**src/rtl/cpu_pkg.sv**
```systemverilog
// Shared CPU-side definitions used by the accumulator write arbiter.
package cpu_pkg;

  localparam int DATA_WIDTH = 16;

  // Requester slots on the accumulator write port
  localparam int REQ_ALU = 0;
  localparam int REQ_MEM = 1;
  localparam int REQ_IMM = 2;
  localparam int REQ_IO  = 3;

  typedef enum logic [1:0] {
    IDLE   = 2'd0,
    GRANT  = 2'd1,
    LOCKED = 2'd2
  } arb_state_t;

endpackage

```
**src/rtl/acc_write_arbiter_rr_pick.sv**
```systemverilog
// Round-robin picker: rotate eligible so rr_ptr sits at bit 0, take the
// lowest set bit, then rotate the index back into requester space.
module rr_pick #(
  parameter int N     = 4,
  parameter int IDX_W = $clog2(N)
) (
  input  logic [N-1:0]     eligible,
  input  logic [IDX_W-1:0] rr_ptr,
  output logic [IDX_W-1:0] winner,
  output logic             found
);

  logic [N-1:0] rot;
  int           pos;
  int           sum;

  // Rotate, priority-encode from bit 0, rotate back modulo N
  always_comb begin
    rot   = N'({eligible, eligible} >> rr_ptr);
    found = |rot;
    pos   = 0;
    for (int i = N - 1; i >= 0; i--) begin
      if (rot[i]) pos = i;
    end
    sum = pos + int'(rr_ptr);
    if (sum >= N) sum = sum - N;
    winner = IDX_W'(sum);
  end

endmodule

```
**src/rtl/acc_write_arbiter.sv**
```systemverilog
// Shares the accumulator write port among NUM_REQ requesters. Each granted
// write is a one-cycle acc_enable pulse carrying data registered at the
// grant edge; a requester holding req_lock keeps the port for a burst.
module acc_write_arbiter
  import cpu_pkg::*;
#(
  parameter int NUM_REQ    = 4,
  parameter int DATA_WIDTH = cpu_pkg::DATA_WIDTH,
  parameter int IDX_W      = $clog2(NUM_REQ)
) (
  input  logic                          clk,
  input  logic                          reset,
  input  logic [NUM_REQ-1:0]            req,
  input  logic [NUM_REQ-1:0]            req_lock,
  input  logic [NUM_REQ*DATA_WIDTH-1:0] req_data,
  input  logic                          hold,
  output logic [NUM_REQ-1:0]            ack,
  output logic [IDX_W-1:0]              gnt_idx,
  output logic                          busy,
  output logic                          acc_enable,
  output logic [DATA_WIDTH-1:0]         acc_data
);

  arb_state_t              state, state_nx;
  logic [IDX_W-1:0]        rr_ptr, gnt_q, nxt_ptr, pick_ptr, win_idx;
  logic [DATA_WIDTH-1:0]   data_q;
  logic                    lock_q;   // owner asked for lock at its grant edge
  logic                    wr_q;     // LOCKED: a burst write is on the port now
  logic                    win_found, take_win, take_own, wr_nx, owner;
  logic [NUM_REQ-1:0]      eligible;
  logic [DATA_WIDTH-1:0]   lane_data [NUM_REQ];

  for (genvar g = 0; g < NUM_REQ; g++) begin : g_lane
    assign lane_data[g] = req_data[g*DATA_WIDTH +: DATA_WIDTH];
  end

  // A GRANT cycle already moves the pointer past the owner, so back-to-back
  // arbitration must see the advanced pointer, not the stale register.
  assign nxt_ptr  = (gnt_q == IDX_W'(NUM_REQ - 1)) ? '0 : gnt_q + IDX_W'(1);
  assign pick_ptr = (state == GRANT) ? nxt_ptr : rr_ptr;
  // The requester being acked still shows req this cycle; ignore it.
  assign eligible = req & ~ack;

  rr_pick #(.N(NUM_REQ), .IDX_W(IDX_W)) u_pick (
    .eligible (eligible),
    .rr_ptr   (pick_ptr),
    .winner   (win_idx),
    .found    (win_found)
  );

  // State, pointer and write-data registers
  always_ff @(posedge clk or negedge reset) begin
    if (!reset) begin
      state  <= IDLE;
      rr_ptr <= '0;
      gnt_q  <= '0;
      data_q <= '0;
      lock_q <= 1'b0;
      wr_q   <= 1'b0;
    end else begin
      state <= state_nx;
      wr_q  <= wr_nx;
      if (state == GRANT) rr_ptr <= nxt_ptr;
      if (take_win) begin
        gnt_q  <= win_idx;
        data_q <= lane_data[win_idx];
        lock_q <= req_lock[win_idx];
      end else if (take_own) begin
        data_q <= lane_data[gnt_q];
        lock_q <= 1'b0;
      end
    end
  end

  // Next state: the lock owner decides alone; otherwise rearbitrate
  always_comb begin
    state_nx = state;
    take_win = 1'b0;
    take_own = 1'b0;
    wr_nx    = 1'b0;
    owner    = (state == LOCKED) || (state == GRANT && lock_q);
    if (owner) begin
      if (hold) begin
        state_nx = LOCKED;
      end else if (req[gnt_q]) begin
        take_own = 1'b1;
        if (req_lock[gnt_q]) begin
          state_nx = LOCKED;
          wr_nx    = 1'b1;
        end else begin
          state_nx = GRANT;   // last write of the burst, then rearbitrate
        end
      end else begin
        state_nx = req_lock[gnt_q] ? LOCKED : IDLE;
      end
    end else if (!hold && win_found) begin
      state_nx = GRANT;
      take_win = 1'b1;
    end else begin
      state_nx = IDLE;
    end
  end

  // Outputs: ack and acc_enable are asserted together from the same term
  always_comb begin
    ack        = '0;
    acc_enable = (state == GRANT) || (state == LOCKED && wr_q);
    if (acc_enable) ack[gnt_q] = 1'b1;
    busy       = (state != IDLE);
    gnt_idx    = gnt_q;
    acc_data   = data_q;
  end

endmodule

```
**config.mk**
```make
export PLATFORM = sky130hd
export DESIGN_NAME = acc_write_arbiter
export DESIGN_NICKNAME = d
export VERILOG_FILES = /design/src/rtl/cpu_pkg.sv /design/src/rtl/acc_write_arbiter_rr_pick.sv /design/src/rtl/acc_write_arbiter.sv
export SDC_FILE = /design/constraint.sdc
export NUM_CORES = 1
export LEC_CHECK = 0
export ABC_CLOCK_PERIOD_IN_PS = 6730
export CAP_MARGIN = 25
export CORE_ASPECT_RATIO = 0.8
export CORE_MARGIN = 8
export CORE_UTILIZATION = 45
export DETAILED_ROUTE_END_ITERATION = 8
export GPL_ROUTABILITY_DRIVEN = 0
export GPL_TIMING_DRIVEN = 1
export PLACE_DENSITY = 0.9
export SLEW_MARGIN = 10
export SYNTH_ARGS = -nofsm -noshare
export SYNTH_HDL_FRONTEND = slang
export SYNTH_SLANG_ARGS = --single-unit
```
**constraint.sdc**
```tcl
create_clock -name clk -period 6.73 [get_ports clk]
set_clock_uncertainty 0.2 [all_clocks]
set_input_delay 1.0095 -clock clk [delete_from_list [all_inputs] [get_ports clk]]
set_output_delay 1.0095 -clock clk [all_outputs]
set_load 0.05 [all_outputs]
```
Yosys cells after proc, flatten, opt, wreduce, memory -nomap -nowiden
Cells that the tools add are included.
{"block": "word_totals", "ff_bits": 24, "out_inout_bits": 24, "word_cells": 74}
{"block": "classes", "n_addsub": 3, "magnitude_cmp": 6, "eq_ne": 3, "shift": 1, "mux": 41, "bitwise_logic": 4, "n_reduce_logical": 10}
{"cell": "$mux W16", "count": 6}
{"cell": "$bmux W16 S2", "count": 2}
{"cell": "$mux W2", "count": 12}
{"cell": "$mux W1", "count": 16}
{"cell": "$ge A3 B3 Y1 const B", "count": 3}
{"cell": "$shr A8 B2 Y4", "count": 1}
{"cell": "$bmux W1 S2", "count": 3}
{"cell": "$lt A2 B3 Y1 const B", "count": 2}
{"cell": "$not A2 Y3", "count": 2}
{"cell": "$and A4 B4 Y4", "count": 1}
{"cell": "$eq A2 B2 Y1 const B", "count": 2}
{"cell": "$logic_and A1 B1 Y1", "count": 4}
{"cell": "$mux W4", "count": 1}
{"cell": "$not A4 Y4", "count": 1}
{"cell": "$reduce_bool A2 Y1", "count": 2}
{"cell": "$reduce_or A4 Y1", "count": 1}
{"cell": "$add A2 B2 Y3", "count": 1}
{"cell": "$add A2 B1 Y2 const B", "count": 1}
{"cell": "$demux W1 S2", "count": 1}
{"cell": "$eq A2 B1 Y1 const B", "count": 1}
{"cell": "$ge A2 B1 Y1 const B", "count": 1}
{"cell": "$logic_or A1 B1 Y1", "count": 2}
{"cell": "$sub A2 B1 Y2 const B", "count": 1}
{"cell": "$logic_not A1 Y1", "count": 1}

Logic depth before layout (Yosys ltp)
{"block": "logic_depth", "ltp_word": 20, "ltp_mapped": 18, "ltp_nobuf": 14}

Hierarchy
From an unflattened synthesis, not the netlist that was laid out.
{"block": "hier_totals", "hier_cells": 184, "area_unflattened_um2": 2223.4}
{"module": "acc_write_arbiter", "instances": 1, "cells_per_inst": 161, "area_per_inst_um2": 2043.2, "seq_area_each_um2": 600.6}
{"module": "rr_pick", "instances": 1, "cells_per_inst": 23, "area_per_inst_um2": 180.2, "seq_area_each_um2": 0.0}

Least setup slack after synthesis
Ideal clock, no wire load.
{"block": "synth_path", "kind": "register to register", "start": "register gnt_q[0], in the netlist gnt_idx[0]", "end": "register data_q[10], in the netlist acc_data[10]", "arrival_ns": 4.746, "setup_slack_ns": 1.651, "path_stages_with_launch": 17, "period_less_slack_ns": 5.079, "path_cell_list": "dfrtp_1 buf_2 buf_1 inv_1 ha_1 and2_1 a221o_1 buf_4 a221oi_1 a21oi_1 or3_1 ha_1 clkbuf_1 clkbuf_1 mux2_2 nor4b_1 nor4_1"}
{"element": "from (decl)", "line_no": "acc_write_arbiter.sv:25", "rtl": "logic [IDX_W-1:0] rr_ptr, gnt_q, nxt_ptr, pick_ptr, win_idx;"}
{"element": "from (signal assigned)", "line_no": "acc_write_arbiter.sv:65", "rtl": "gnt_q <= win_idx;"}
{"element": "to (signal assigned)", "line_no": "acc_write_arbiter.sv:66", "rtl": "data_q <= lane_data[win_idx];"}
{"element": "to (signal assigned)", "line_no": "acc_write_arbiter.sv:69", "rtl": "data_q <= lane_data[gnt_q];"}
{"element": "to (decl)", "line_no": "acc_write_arbiter.sv:26", "rtl": "logic [DATA_WIDTH-1:0] data_q;"}

==> out/qor.yml <==
clock_tree:
  ctsLongestPathBuffers: 2
  clkTransAtPathRegs_ns: 0.10
  ctsResizeCount: 0
  cts_tree: "yes"
  cts_max_level: 1
  numCtsBuffers: 3
  clock_latency_ns: 0.28
  clock-sinks: 24
  post_cts_buffers: 0
  postCtsHoldBufs: 0
  cts_root_buffer: "clkbuf_8"
floorplan:
  boundaryPins: 99
  start_util: 0.463
  die_w_microns: 107
  rows: 26
  coreArea_sq_um: 6380
  die_h_microns: 88.4
  dieArea_sq_um: 9420
yosys:
  synth-edff-count: 0
  avgSynthCellArea_sq_um: 9.52
  synth.distinct_cells: 43
  yosysMostFrequentCell: "mux2i_1"
  ys_ff_latch: 24
  ys.flop_type: "dfrtp_1"
  syn_inst: 310
  synthTopCellsByCount: "42 x mux2i_1, 37 x nand3_1, 30 x mux2_2, 30 x nor4_1, 24 x dfrtp_1"
  ys_seq_area_frac: 0.204
  yosys.area.top_type: "dfrtp_1"
  yosysWarnings: 0
  syn-num-nets: 390
  synth_top_area_share: 0.204
  synthTopCellsByArea: "dfrtp_1 20%, mux2i_1 14%, mux4_2 14%, mux2_2 11%, nor4_1 6.4%"
  async_reset_ff_frac: 1.00
  syn_area_sq_um: 2950
timing:
  max_freq_ghz: 0.199
  finalSetupViolCount: 0
  slew_headroom: 0.296
  final_max_slew_viol_count: 0
  rsz0062_at_grt: "no"
  fin_hold_ws_ns: 0.356
  fin_crit_sh: 0.745
  period_minus_slack_ns: 5.01
  tns_ns: 0
  final.setup.worst_slack_ns: 1.72
  hold_viol: 0
  tightest_slew_ns: 1.06
critical_path:
  critPathMostFrequentCell: "mux2i_1"
  critPathMaxFanout: 35
  end_kind: "flop"
  critPathMaxStageDelay_ns: 1.05
  critical-path-top-delay-family: "simple AND/OR/NAND/NOR gates"
  cp.arrival_ns: 4.97
  crit_path_top_delay_cell: "dfrtp_1"
  required_ns: 6.68
  cp-start-kind: "flop"
  path_cells: "inv_1 -> ha_1 -> and2_0 -> a221o_1 -> and2_1 -> and3_1 -> or3_1 -> ha_2 -> mux2i_1 -> nand3_1 -> mux2i_1 -> nor4_1"
  path_class: "flop to flop"
  worst-path-buf-inv: 1
place:
  io_buffers: 98
  post-place-ws_ns: 1.77
  place_hpwl_mm: 6.52
global_route:
  grt.total_usage: 0.190
  grt_max_degree: 51
  grt_overflow: 0
  grt_pass1_vias: 3015
  grt_antenna_before_repair: 0
  grt_first_pass_wirelength_mm: 15.0
drt:
  detail-route-antenna-nets: 0
  route.detailed.drc: 0
  vias_per_cell: 6.11
  dr.pass1.iters: 4
  totalWireLength_mm: 9.03
  vias: 2877
  drt-initial-drc-count: 154
  wl_per_cell_microns: 19.2
cells_and_area:
  num_antenna_cells: 0
  finalCoreUtilization: 0.630
  fin_nets: 468
  drive_gt1_frac: 0.178
  area_growth_pct: 36.3
status:
  outcome: "complete, no violations"
min_path:
  holdCritPathClass: "flop to flop"
flow_run:
  cap_violations: 0
## worst register-to-register path, cell delays in order, from the launching register on
cell	delay, ns
dfrtp_1	1.05
inv_1	0.18
ha_1	0.27
and2_0	0.16
a221o_1	0.40
and2_1	0.23
and3_1	0.18
or3_1	0.35
ha_2	1.00
mux2i_1	0.27
nand3_1	0.14
mux2i_1	0.08
nor4_1	0.38
## flip-flops by register name, summed over array words and instances, names as in the netlist
name / flops
lock_q: 1
state: 2
gnt_idx: 2
wr_q: 1
acc_data: 16
rr_ptr: 2
## final cells by class
type / instances / area, sq um
Multi-Input combinational cell: 247 / 2190
Clock buffer: 4 / 55.1
Timing Repair Buffer: 105 / 1040
Tap cell: 84 / 105
Sequential cell: 24 / 601
Inverter: 7 / 26.3
Fill cell: 533 / 2360
## routing by layer
| metal | global-route usage | part of all wire | up-vias |
|---|---|---|---|
| met1 | 0.240 | 0.44 | 1381 |
| met2 | 0.320 | 0.49 | 123 |
| met3 | 0.0480 | 0.061 | 10 |
| li1 | - | - | 1363 |
| met5 | 0 | 0 | - |
| met4 | 0.0446 | 0.0080 | 0 |
## cell usage in the layout, fill, tap and decap left out, drive strengths merged, types with 4 or more instances in the layout
cell and count:
inv 7, mux2 31, nand2 5, nor4b 15
mux2i 43, nor2 21, clkdlybuf4s50 98, clkbuf 4
ha 5, nand3 37, nor4 30, dfrtp 24
and2 10, buf 7, nor3 5, mux4 18
## kinds of logic after synthesis
logic type / after synthesis / synth area share
compound gates: 18 / 0.0505
xor+xnor: 3 / 0.00891
fa+ha+maj: 5 / 0.0212
buf+inv: 39 / 0.0636
flops: 24 / 0.204
mux: 92 / 0.404
simple gates: 129 / 0.248
## through the flow
step | instance area (sq um) | std cells
after floorplan | 2950 | 310
after global placement | 3940 | 465
after detailed placement | 3940 | 465
after CTS | 4000 | 469
after global routing | 4020 | 471
final | 4020 | 471
## final timing paths
| check | start | end | slack, ns | cells after the start |
|---|---|---|---|---|
| max | gnt_idx[1]$_DFFE_PN0P_ | acc_data[15]$_DFFE_PN0P_ | 1.72 | 12 |
| min | lock_q$_DFFE_PN0P_ | lock_q$_DFFE_PN0P_ | 0.36 | 2 |
| max reg2reg | gnt_idx[1]$_DFFE_PN0P_ | acc_data[15]$_DFFE_PN0P_ | 1.72 | 12 |
| min reg2reg | lock_q$_DFFE_PN0P_ | lock_q$_DFFE_PN0P_ | 0.36 | 2 |
| max in group asynchronous | reset | acc_data[0]$_DFFE_PN0P_ | 5.17 | 2 |
| min in group asynchronous | reset | acc_data[7]$_DFFE_PN0P_ | 0.90 | 2 |
Power is left out: the tool's default activity adds up to more than one toggle a clock period on the data nets, which glitch-free logic cannot reach.
